**config.mk**
```make
export PLATFORM = sky130hd
export DESIGN_NAME = div_issue_ctrl_flat
export DESIGN_NICKNAME = d
export VERILOG_FILES = /design/src/rtl/div_issue_ctrl_if.sv /design/src/rtl/div_issue_ctrl.sv /design/src/flat_wrapper.sv
export SDC_FILE = /design/constraint.sdc
export NUM_CORES = 1
export LEC_CHECK = 0
export BUFFER_PORTS_ARGS = -buffer_cell sky130_fd_sc_hd__clkbuf_2
export CORE_MARGIN = 5
export CORE_UTILIZATION = 34
export DETAILED_ROUTE_END_ITERATION = 8
export PLACE_DENSITY = 0.63
export RECOVER_POWER = 100
export SETUP_SLACK_MARGIN = 0.05
export SYNTH_ARGS = -nofsm -noshare
export SYNTH_HDL_FRONTEND = slang
export SYNTH_SLANG_ARGS = --single-unit
```
**constraint.sdc**
```tcl
create_clock -name clk -period 4.6 [get_ports clk]
set_input_delay 0 -clock clk [delete_from_list [all_inputs] [get_ports clk]]
set_output_delay 0 -clock clk [all_outputs]
set_load 0.02 [all_outputs]
```
**src/rtl/div_issue_ctrl_if.sv**
```systemverilog
// Divider-side bus of the EXE-stage divide sequencer: launch/clear
// controls and latched operands go out, the done pulse and the
// {quotient, remainder} result come back.
interface div_issue_ctrl_if;
  logic        div_start;
  logic        div_sclr;
  logic        div_signed;
  logic [31:0] div_dividend;
  logic [31:0] div_divisor;
  logic        div_done;
  logic [63:0] div_result;

  // Sequencer side: drives the divider, consumes its result.
  modport master (
    output div_start, div_sclr, div_signed, div_dividend, div_divisor,
    input  div_done, div_result
  );

  // Divider side.
  modport slave (
    input  div_start, div_sclr, div_signed, div_dividend, div_divisor,
    output div_done, div_result
  );
endinterface

```
**src/rtl/div_issue_ctrl.sv**
```systemverilog
// Sequencing controller for the multi-cycle radix-2 divider in EXE.
// Latches DIV/DIVU operands, launches the divider with a one-cycle pulse,
// stalls the pipeline until completion and writes HI/LO once. Divide by
// zero bypasses the divider; flush and a watchdog both abort cleanly.
module div_issue_ctrl #(
  parameter int DIV_LATENCY = 32,
  parameter int WATCHDOG    = DIV_LATENCY + 4
) (
  input  logic                   clk,
  input  logic                   sclr,
  input  logic                   req_valid,
  input  logic                   req_signed,
  input  logic [31:0]            req_dividend,
  input  logic [31:0]            req_divisor,
  input  logic                   flush,
  output logic                   stall_o,
  div_issue_ctrl_if.master       dbus,
  output logic                   hilo_we,
  output logic [31:0]            hi_o,
  output logic [31:0]            lo_o,
  output logic                   err_o
);

  // Wide enough to hold WATCHDOG itself so the counter can saturate.
  localparam int CW = $clog2(WATCHDOG + 1);

  typedef enum logic [1:0] {IDLE, START, BUSY, DONE} state_t;

  state_t        state_reg, state_next;
  logic [CW-1:0] cnt_reg, cnt_next;
  logic          signed_reg;
  logic [31:0]   dividend_reg, divisor_reg;
  logic [31:0]   hi_reg, lo_reg;

  logic latch_ops, load_zero, load_result;
  logic start_c, we_c, abort_c, flush_sclr_c;

  // Next-state and per-cycle strobes; flush overrides everything last.
  always_comb begin
    state_next   = state_reg;
    cnt_next     = cnt_reg;
    latch_ops    = 1'b0;
    load_zero    = 1'b0;
    load_result  = 1'b0;
    start_c      = 1'b0;
    we_c         = 1'b0;
    abort_c      = 1'b0;
    flush_sclr_c = 1'b0;

    case (state_reg)
      IDLE: begin
        if (req_valid && !flush) begin
          latch_ops = 1'b1;
          if (req_divisor != 32'd0) begin
            state_next = START;
          end else begin
            // x/0 never touches the divider: result is fixed.
            load_zero  = 1'b1;
            state_next = DONE;
          end
        end
      end
      START: begin
        start_c    = 1'b1;
        cnt_next   = '0;
        state_next = BUSY;
      end
      BUSY: begin
        if (cnt_reg != CW'(WATCHDOG)) begin
          cnt_next = cnt_reg + 1'b1;
        end
        // A done arriving on the last allowed cycle still counts.
        if (dbus.div_done) begin
          load_result = 1'b1;
          state_next  = DONE;
        end else if (cnt_reg == CW'(WATCHDOG - 1)) begin
          abort_c    = 1'b1;
          state_next = IDLE;
        end
      end
      DONE: begin
        we_c       = 1'b1;
        state_next = IDLE;
      end
      default: state_next = IDLE;
    endcase

    if (flush) begin
      state_next   = IDLE;
      start_c      = 1'b0;
      we_c         = 1'b0;
      load_result  = 1'b0;
      abort_c      = 1'b0;
      flush_sclr_c = (state_reg == START) || (state_reg == BUSY);
    end
  end

  // FSM state and watchdog counter.
  always_ff @(posedge clk) begin
    if (sclr) begin
      state_reg <= IDLE;
      cnt_reg   <= '0;
    end else begin
      state_reg <= state_next;
      cnt_reg   <= cnt_next;
    end
  end

  // Operand latches (only on acceptance) and HI/LO result registers.
  always_ff @(posedge clk) begin
    if (sclr) begin
      signed_reg   <= 1'b0;
      dividend_reg <= '0;
      divisor_reg  <= '0;
      hi_reg       <= '0;
      lo_reg       <= '0;
    end else begin
      if (latch_ops) begin
        signed_reg   <= req_signed;
        dividend_reg <= req_dividend;
        divisor_reg  <= req_divisor;
      end
      if (load_zero) begin
        hi_reg <= req_dividend;
        lo_reg <= 32'hFFFF_FFFF;
      end else if (load_result) begin
        hi_reg <= dbus.div_result[31:0];
        lo_reg <= dbus.div_result[63:32];
      end
    end
  end

  // Stall is combinational so the instruction freezes in the cycle it appears.
  assign stall_o           = req_valid & ~flush & (state_reg != DONE);
  assign dbus.div_start    = start_c & ~sclr;
  assign dbus.div_sclr     = sclr | flush_sclr_c | abort_c;
  assign dbus.div_signed   = signed_reg;
  assign dbus.div_dividend = dividend_reg;
  assign dbus.div_divisor  = divisor_reg;
  assign hilo_we           = we_c & ~sclr;
  assign err_o             = abort_c & ~sclr;
  assign hi_o              = hi_reg;
  assign lo_o              = lo_reg;

endmodule

```
**src/flat_wrapper.sv**
```systemverilog
// flat-port wrapper written by rule: the top's interface ports become plain ports
module div_issue_ctrl_flat 
#(
  parameter int DIV_LATENCY = 32,
  parameter int WATCHDOG    = DIV_LATENCY + 4
)
  (clk, sclr, req_valid, req_signed, req_dividend, req_divisor, flush, stall_o, hilo_we, hi_o, lo_o, err_o, dbus_div_start, dbus_div_sclr, dbus_div_signed, dbus_div_dividend, dbus_div_divisor, dbus_div_done, dbus_div_result);
  div_issue_ctrl_if dbus_i ();
  input  logic clk;
  input  logic sclr;
  input  logic req_valid;
  input  logic req_signed;
  input  logic [31:0] req_dividend;
  input  logic [31:0] req_divisor;
  input  logic flush;
  output logic stall_o;
  output logic hilo_we;
  output logic [31:0] hi_o;
  output logic [31:0] lo_o;
  output logic err_o;
  output wire logic [$bits(dbus_i.div_start)-1:0] dbus_div_start;
  output wire logic [$bits(dbus_i.div_sclr)-1:0] dbus_div_sclr;
  output wire logic [$bits(dbus_i.div_signed)-1:0] dbus_div_signed;
  output wire logic [$bits(dbus_i.div_dividend)-1:0] dbus_div_dividend;
  output wire logic [$bits(dbus_i.div_divisor)-1:0] dbus_div_divisor;
  input wire logic [$bits(dbus_i.div_done)-1:0] dbus_div_done;
  input wire logic [$bits(dbus_i.div_result)-1:0] dbus_div_result;
  assign dbus_div_start = dbus_i.div_start;
  assign dbus_div_sclr = dbus_i.div_sclr;
  assign dbus_div_signed = dbus_i.div_signed;
  assign dbus_div_dividend = dbus_i.div_dividend;
  assign dbus_div_divisor = dbus_i.div_divisor;
  assign dbus_i.div_done = dbus_div_done;
  assign dbus_i.div_result = dbus_div_result;
  div_issue_ctrl #(.DIV_LATENCY(DIV_LATENCY), .WATCHDOG(WATCHDOG)) u_core (.clk(clk), .sclr(sclr), .req_valid(req_valid), .req_signed(req_signed), .req_dividend(req_dividend), .req_divisor(req_divisor), .flush(flush), .stall_o(stall_o), .dbus(dbus_i), .hilo_we(hilo_we), .hi_o(hi_o), .lo_o(lo_o), .err_o(err_o));
endmodule
```
# After elaboration in Yosys (flattened, before gate mapping)
# Cells that the tools add are included.
# totals
reg_bits,137
in_bits,134
out_inout_bits,134
word_cells,64
# classes
add_sub_neg,1
eq_ne,9
mux,28
n_bitwise,9
n_reduce_logical,10
# op_table
cell,count
32-bit two-way mux,4
32-bit nonzero test,1
1-bit two-way mux,17
6-bit case mux with 2 select lines,1
2-bit two-way mux,4
2-bit case mux with 4 select lines,1
6-bit by 1-bit adder with 6-bit output (second input constant),1
6-bit equality test (second input constant),1
6-bit two-way mux,1
6-bit != test (second input constant),1
1-bit bitwise AND,5
2-bit equality test (second input constant),2
2-bit by 1-bit != test with 1-bit output (second input constant),2
2-bit AND reduction,2
2-bit nonzero test,2
3-bit by 2-bit != test with 1-bit output (second input constant),1
2-bit by 1-bit equality test with 1-bit output (second input constant),1
2-bit logical NOT,1
2-bit != test (second input constant),1
1-bit inverter,2
1-bit OR,2
2-bit OR reduction,1
1-bit logical AND,1
1-bit logical NOT,1
1-bit logical OR,1

# Logic depth before layout (Yosys ltp)
# Gate-level depths: netlist of run 1.
# logic_depth
ltp_word,6
depth_mapped,9
ltp_nobuf,6

# Least setup slack after synthesis of run 1
# OpenSTA, ideal clock, no wires.
# synth_timing
path_type,register -> register
start,register u_core.state_reg[0]
end,register u_core.hi_reg[10] (netlist: u_core.hi_o[10])
setup_ns,0.086
t_arrival_ns,1.828
t_required_ns,4.514
slack_ns,2.687
path_stages_with_launch,10
path_buffers,3
period_less_slack_ns,1.913
cell_sequence,dfxtp_1 inv_1 ha_1 inv_1 or2_1 buf_2 or3_1 buf_6 buf_6 a211oi_1
# synth_via
elab_chain_cells,4
word_cells_on_any_way,7
cone_classes,eq/ne: 1; mux: 4; reduce/logical: 2
# synth_lines
element,line,rtl
start: declaration,div_issue_ctrl.sv:29,"state_t state_reg, state_next;"
start signal: assignment,div_issue_ctrl.sv:104,state_reg <= state_next;
2-bit equality test,div_issue_ctrl.sv:50,case (state_reg)
1-bit two-way mux,div_issue_ctrl.sv:50,
1-bit two-way mux,div_issue_ctrl.sv:88,if (flush) begin
2-bit nonzero test (no source line),--,
end signal: assignment,div_issue_ctrl.sv:124,hi_reg <= req_dividend;
end signal: assignment,div_issue_ctrl.sv:127,hi_reg <= dbus.div_result[31:0];
end: declaration,div_issue_ctrl.sv:33,"logic [31:0] hi_reg, lo_reg;"
# Several ways; a longest one is shown, not always the timed one.
# A chain may end at the register's enable or synchronous reset.

# Worst setup path in the final report of run 1
# layout_timing
start,register u_core.state_reg[0]
end,register u_core.divisor_reg[12] (netlist: u_core.dbus.div_divisor[12])
# layout_via
elab_chain_cells,2
# layout_lines
element,line,rtl
2-bit logical NOT,div_issue_ctrl.sv:50,
1-bit two-way mux,div_issue_ctrl.sv:50,
end signal: assignment,div_issue_ctrl.sv:121,divisor_reg <= req_divisor;
end: declaration,div_issue_ctrl.sv:32,"logic [31:0] dividend_reg, divisor_reg;"
# No other way between the ends.

==> results of run 1 <==
## report_power, final
group | total, mW | internal (mW) | switching [mW]
Sequential | 1.23 | 1.22 | 0.0157
Combinational | 0.327 | 0.153 | 0.175
Clock | 1.32 | 0.835 | 0.486
## critical path, cell delays in order (launching register included)
cell      delay (ps)
dfxtp_1          320
inv_1             90
ha_1             250
inv_1            110
nor2_4           630
clkbuf_1        1250
nand2_1          180
a21oi_1          190
## layer usage
metal | track usage (%) | vias to the layer above
met3 | 5.478 | 44
met2 | 35.45 | 227
li1 | - | 3035
met1 | 23.14 | 2888
met5 | 0 | -
met4 | 9.202 | 0
## path summary, 6_finish.rpt
kind | endpoint | slack [ps] | cells after the start
max | u_core.dbus.div_divisor[12]$_SDFFE_PP0P_ | 1480 | 7
max reg2reg | u_core.dbus.div_divisor[12]$_SDFFE_PP0P_ | 1480 | 7
min | u_core.state_reg[0]$_SDFFE_PP0P_ | 150 | 5
min reg2reg | u_core.dbus.div_dividend[11]$_SDFFE_PP0P_ | 450 | 2
## cells by family after synthesis
| group | after synthesis |
|---|---|
| XOR/XNOR | 2 |
| flip-flops | 137 |
| AND/OR/NAND/NOR | 273 |
| AO/OA/AOI/OAI | 146 |
| buffers and inverters | 64 |
| multiplexers | 32 |
| adder cells (fa/ha/maj) | 6 |
## cells in the final DEF, fill, tap and decap left out, types with 2 or more instances in the layout
cell type and count:
nor2_1 6, nor4_1 40, o211ai_1 3, clkbuf_2 133, nor2_4 2, a21oi_1 69
nand2b_1 2, inv_1 6, nand4_1 2, a31oi_1 33, clkbuf_8 3, o21ai_0 4
ha_1 6, a211oi_1 32, clkinvlp_4 2, dlygate4sd3_1 130, or3_1 3, clkbuf_1 138
nand2_1 202, clkbuf_16 17, nand3_1 6, mux2i_1 32, xor2_1 2, and2_1 3
buf_4 5, clkinv_2 4, dfxtp_1 137, bufinv_16 2
## through the flow
step / util (%) / setup WS (ps) / hold WS (ps)
3_5_place_dp: 43.68 / 1930 / 229.8
5_1_grt: 54.38 / 1104 / 168.5
2_1_floorplan: - / 2687 / 136.0
3_3_place_gp: 43.68 / 1974 / 227.9
6_report: 54.38 / 1482 / 145.8
4_1_cts: 55.48 / 1906 / 117.5
## cell type report
| cell class | count | area share [%] |
|---|---|---|
| Sequential cell | 137 | 31.75 |
| Clock inverter | 8 | 1.101 |
| Tap cell | 216 | 3.129 |
| Multi-Input combinational cell | 459 | 28.93 |
| Clock buffer | 23 | 5.533 |
| Timing Repair Buffer | 404 | 29.30 |
| Inverter | 6 | 0.2607 |
==> results.py, run 1 <==
metrics = {
    "final_layout": {
        "synthToLayoutAreaGrowth_pct": 56.66,
        "multi_input_area_sq_um": 2499,
        "final_nets": 1165,
        "final_cell_area_sq_um": 8638,
        "nFillCells": 1491,
        "antenna_cells": 0,
        "drive_gt1_share_pct": 16.68,
        "stdcell_count": 1253,
        "regArea_sq_um": 2743,
    },
    "clocking": {
        "cts_tree": "done",
        "cts.sinks": 137,
        "path_clk_slew_ps": 50,
        "ctsHoldBuffers": 130,
        "h-tree-depth": 4,
        "cts_root_buffer": "clkbuf_16",
        "cts_resized": 0,
        "ctsLongestPathBuffers": 2,
        "insertion_delay_ps": 400,
        "postCtsSetupRepairBufs": 0,
        "cts_inserted_buffers": 17,
    },
    "route": {
        "viasPerCell": 4.943,
        "dr.pass1.iters": 4,
        "routed-wl-met2_microns": 9895,
        "ant_nets": 0,
        "dr_wl_met3_microns": 1432,
        "dr_total_vias": 6194,
        "wl_per_cell_microns": 15.69,
        "drt_wl_total_microns": 19670,
        "routed.top_layer": "met4",
        "drc": 0,
        "drt_iter0_drc": 327,
        "wl_met1_microns": 7712,
    },
    "min_path": {
        "hold_class": "in2reg",
        "hp-start": "req_valid",
    },
    "logic_synthesis": {
        "synthAdderAreaFrac_pct": 1.361,
        "synth_top_area_cell": "dfxtp_1",
        "syn_nets": 800,
        "syn_area_sq_um": 5514,
        "muxShareOfSynthArea_pct": 5.809,
        "synth_common_cells": "nand2_1, dfxtp_1, a21oi_1",
        "synth_edf_count": 0,
        "yosysMostFrequentCell": "nand2_1",
        "synthCells": 660,
        "netlist_top_cells_area": "dfxtp_1, nand2_1, a21oi_1, mux2i_1, nor4_1",
        "yosys.area_share.simple_pct": 21.69,
        "yosys.cell_types.count": 35,
        "synth_xor_area_share_pct": 0.3177,
        "syn_area_per_cell_sq_um": 8.355,
        "synthArstFlopShare_pct": 0,
        "synth_compound_area_share_pct": 15.95,
        "yosysSeqAreaShare_pct": 49.74,
        "yosysTopAreaCellShare_pct": 49.74,
        "yosys_warnings": 0,
        "synth_ff_type": "dfxtp_1",
        "synth_top_family_by_area": "simple AND/OR/NAND/NOR gates",
        "ys_ff_latch": 137,
    },
    "setup_path": {
        "cp.arrival_ps": 3440,
        "crit_required_ps": 4930,
        "regToRegStartpoint": "u_core.state_reg[0]$_SDFFE_PP0P_",
        "path_class": "reg2reg",
        "crit_fanout": 37,
        "start_kind": "flip-flop",
        "crit_path_start": "u_core.state_reg[0]$_SDFFE_PP0P_",
        "end_kind": "flip-flop",
    },
    "timing": {
        "finClkSkew_ps": 8.248,
        "fmax_ghz": 0.3207,
        "hold_viol": 0,
        "tightest_slew_ps": 1719,
        "grt_setup_unrepaired": "no",
        "maxSlewViolCount": 122,
        "setup-violations-final": 0,
        "min_period_over_period_pct": 67.78,
        "finalSetupTns_ps": 0,
        "period_minus_slack_ps": 3118,
        "timing.slew.headroom_pct": -14.60,
    },
    "floorplanning": {
        "start_util_pct": 34.71,
        "die_area_sq_um": 18870,
        "die_w_microns": 137.4,
        "die_y_microns": 137.4,
        "core-area_sq_um": 15890,
        "num_io_pins": 268,
        "num_rows": 46,
    },
    "grt": {
        "grt_first_pass_wirelength_microns": 30660,
        "grt_max_degree": 84,
        "grt_overflow": 0,
        "grt_antenna_before_repair": 0,
        "grt_util_all_layers_pct": 20.31,
        "grt_pass1_vias": 6222,
    },
    "place": {
        "gp_congestion": 0.7849,
        "dp_hpwl_microns": 12160,
        "dpl.cell_count": 1092,
        "dpl_cell_area_sq_um": 6939,
        "io_buffers": 267,
    },
    "outcome": {
        "status": "finished, violations left",
        "violations": "max-capacitance violations, max-slew violations",
    },
    "power_and_ir_drop": {
        "ir_drop_v": 0.0002356,
        "p_per_area_nw_per_um2": 333.5,
        "power_mw": 2.881,
        "p_leak_nw": 3.178,
    },
    "flow_run": {
        "cap_violations": 2,
    },
}
Power figures use the tool's default switching activity.
==> inputs of run 2 (changes only) <==
clock period = 2.96 ns   (was 4.6 ns; I/O delays follow)
==> run 2 against run 1 <==
Utilization rose by 0.51 points. Design area is 0.94% higher. Largest cell class unchanged. Critical path depth unchanged. The run now ends clean. Fmax is 27% higher. Register-to-register slack got worse by 980 ps. Count of clock-buffer cells in the layout decreased by 3.
==> results.py, run 2 (synthesis gave the netlist of run 1 again) <==
metrics = {
    "route": {
        "dr_total_vias": 6201,
        "ant_nets": 0,
        "dr.pass1.iters": 4,
        "drt_iter0_drc": 346,
        "wl_per_cell_microns": 16.16,
        "viasPerCell": 4.929,
        "drc": 0,
        "drt_wl_total_microns": 20340,
    },
    "setup_path": {
        "cp_cell_sequence": "inv_1 > ha_1 > inv_1 > or2_2 > clkbuf_4 > nor4_1 > a211oi_1",
        "crit_required_ps": 3230,
        "cp.arrival_ps": 2730,
        "crit_fanout": 97,
        "start_kind": "flip-flop",
        "slowest_stage": "clkbuf_4",
        "crit_path_frequent_cell": "inv_1",
        "max_stage_delay_ps": 610,
        "path_class": "reg2reg",
        "end_kind": "flip-flop",
    },
    "floorplanning": {
        "die_area_sq_um": 18870,
        "core-area_sq_um": 15890,
        "num_io_pins": 268,
        "start_util_pct": 34.71,
        "die_y_microns": 137.4,
        "num_rows": 46,
        "die_w_microns": 137.4,
    },
    "final_layout": {
        "layout_common_cells": "nand2_1, dfxtp_1, clkbuf_1",
        "fin_util_pct": 54.89,
        "nFillCells": 1545,
        "final_nets": 1169,
        "final_cell_area_sq_um": 8720,
        "final_common_cell": "nand2_1",
        "multi_input_area_sq_um": 2497,
        "antenna_cells": 0,
        "stdcell_count": 1258,
        "drive_gt1_share_pct": 17.37,
        "regArea_sq_um": 2743,
        "synthToLayoutAreaGrowth_pct": 58.13,
    },
    "flow_run": {
        "cap_violations": 0,
    },
    "grt": {
        "grt_max_degree": 98,
        "grt_util_all_layers_pct": 21.16,
        "grt_antenna_before_repair": 0,
        "grt_overflow": 0,
        "grt_pass1_vias": 6461,
        "grt_first_pass_wirelength_microns": 31730,
    },
    "power_and_ir_drop": {
        "p_per_area_nw_per_um2": 533.4,
        "power_mw": 4.651,
        "ir_drop_v": 0.0003233,
        "p_leak_nw": 3.224,
    },
    "clocking": {
        "path_clk_slew_ps": 60,
        "insertion_delay_ps": 400,
        "h-tree-depth": 4,
        "cts_inserted_buffers": 17,
        "ctsLongestPathBuffers": 2,
        "cts_tree": "done",
        "postCtsSetupRepairBufs": 0,
        "cts.sinks": 137,
        "cts_root_buffer": "clkbuf_16",
    },
    "timing": {
        "fmax_ghz": 0.4072,
        "setup-violations-final": 0,
        "min_period_over_period_pct": 82.97,
        "maxSlewViolCount": 0,
        "period_minus_slack_ps": 2456,
        "finalSetupTns_ps": 0,
        "finClkSkew_ps": 7.998,
        "grt_setup_unrepaired": "no",
        "tightest_slew_ps": 1120,
        "hold_viol": 0,
        "timing.slew.headroom_pct": 25.36,
        "layout_setup_ws_ps": 504.1,
        "fin_hold_ws_ps": 68.22,
    },
    "min_path": {
        "hold_class": "in2reg",
    },
    "place": {
        "gp_congestion": 0.7908,
        "dpl.cell_count": 1096,
        "io_buffers": 267,
        "dp_hpwl_microns": 12550,
        "dp_slack_ps": 544.0,
        "dpl_cell_area_sq_um": 6982,
    },
    "outcome": {
        "status": "finished, final reports clean",
    },
}
run 2: path summary, 6_finish.rpt:
path / start / cells after the start / endpoint / slack (ps)
worst max-delay path: u_core.state_reg[0]$_SDFFE_PP0P_ / 7 / u_core.hi_o[4]$_SDFFE_PP0P_ / 500
worst min-delay path: sclr / 2 / u_core.dbus.div_dividend[2]$_SDFFE_PP0P_ / 70
worst max register to register: u_core.state_reg[0]$_SDFFE_PP0P_ / 7 / u_core.hi_o[4]$_SDFFE_PP0P_ / 500
worst min register to register: u_core.dbus.div_dividend[19]$_SDFFE_PP0P_ / 2 / u_core.dbus.div_dividend[19]$_SDFFE_PP0P_ / 450
run 2: what timing repair did:
item / 4_1_cts / 5_1_grt
hold buffers: 130 / 0
gates resized for setup: 0 / 0
hold endpoints to repair: 130 / 0
run 2: power by group:
group | leakage, nW | internal, mW | switching (mW) | total (mW)
combinational | 1.81 | 0.241 | 0.276 | 0.517
clock | 0.300 | 1.43 | 0.788 | 2.22
sequential | 1.11 | 1.89 | 0.0243 | 1.92
total | 3.22 | 3.56 | 1.09 | 4.65
run 2: cell type report:
cell class | instances | area share (%)
multi-input cells | 459 | 28.64
clock inverters | 12 | 1.980
flip-flops and latches | 137 | 31.45
clock buffers | 20 | 5.123
well taps | 216 | 3.099
inverters | 6 | 0.2583
repair buffers | 408 | 29.44
run 2: routing by layer:
| layer | share of wire [%] | global-route usage, % | vias up |
|---|---|---|---|
| met2 | 51 | 37.25 | 231 |
| li1 | - | - | 3046 |
| met4 | 3.5 | 11.03 | 0 |
| met3 | 6.6 | 5.442 | 57 |
| met5 | 0 | 0 | - |
| met1 | 39 | 23.41 | 2867 |
run 2: worst max-delay path, delay by kind of cell, from the launching register on:
family | cells | cell delay, ps
flops | 1 | 320
buf+inv | 3 | 810
compound gates | 1 | 90
fa+ha+maj | 1 | 250
simple gates | 2 | 850
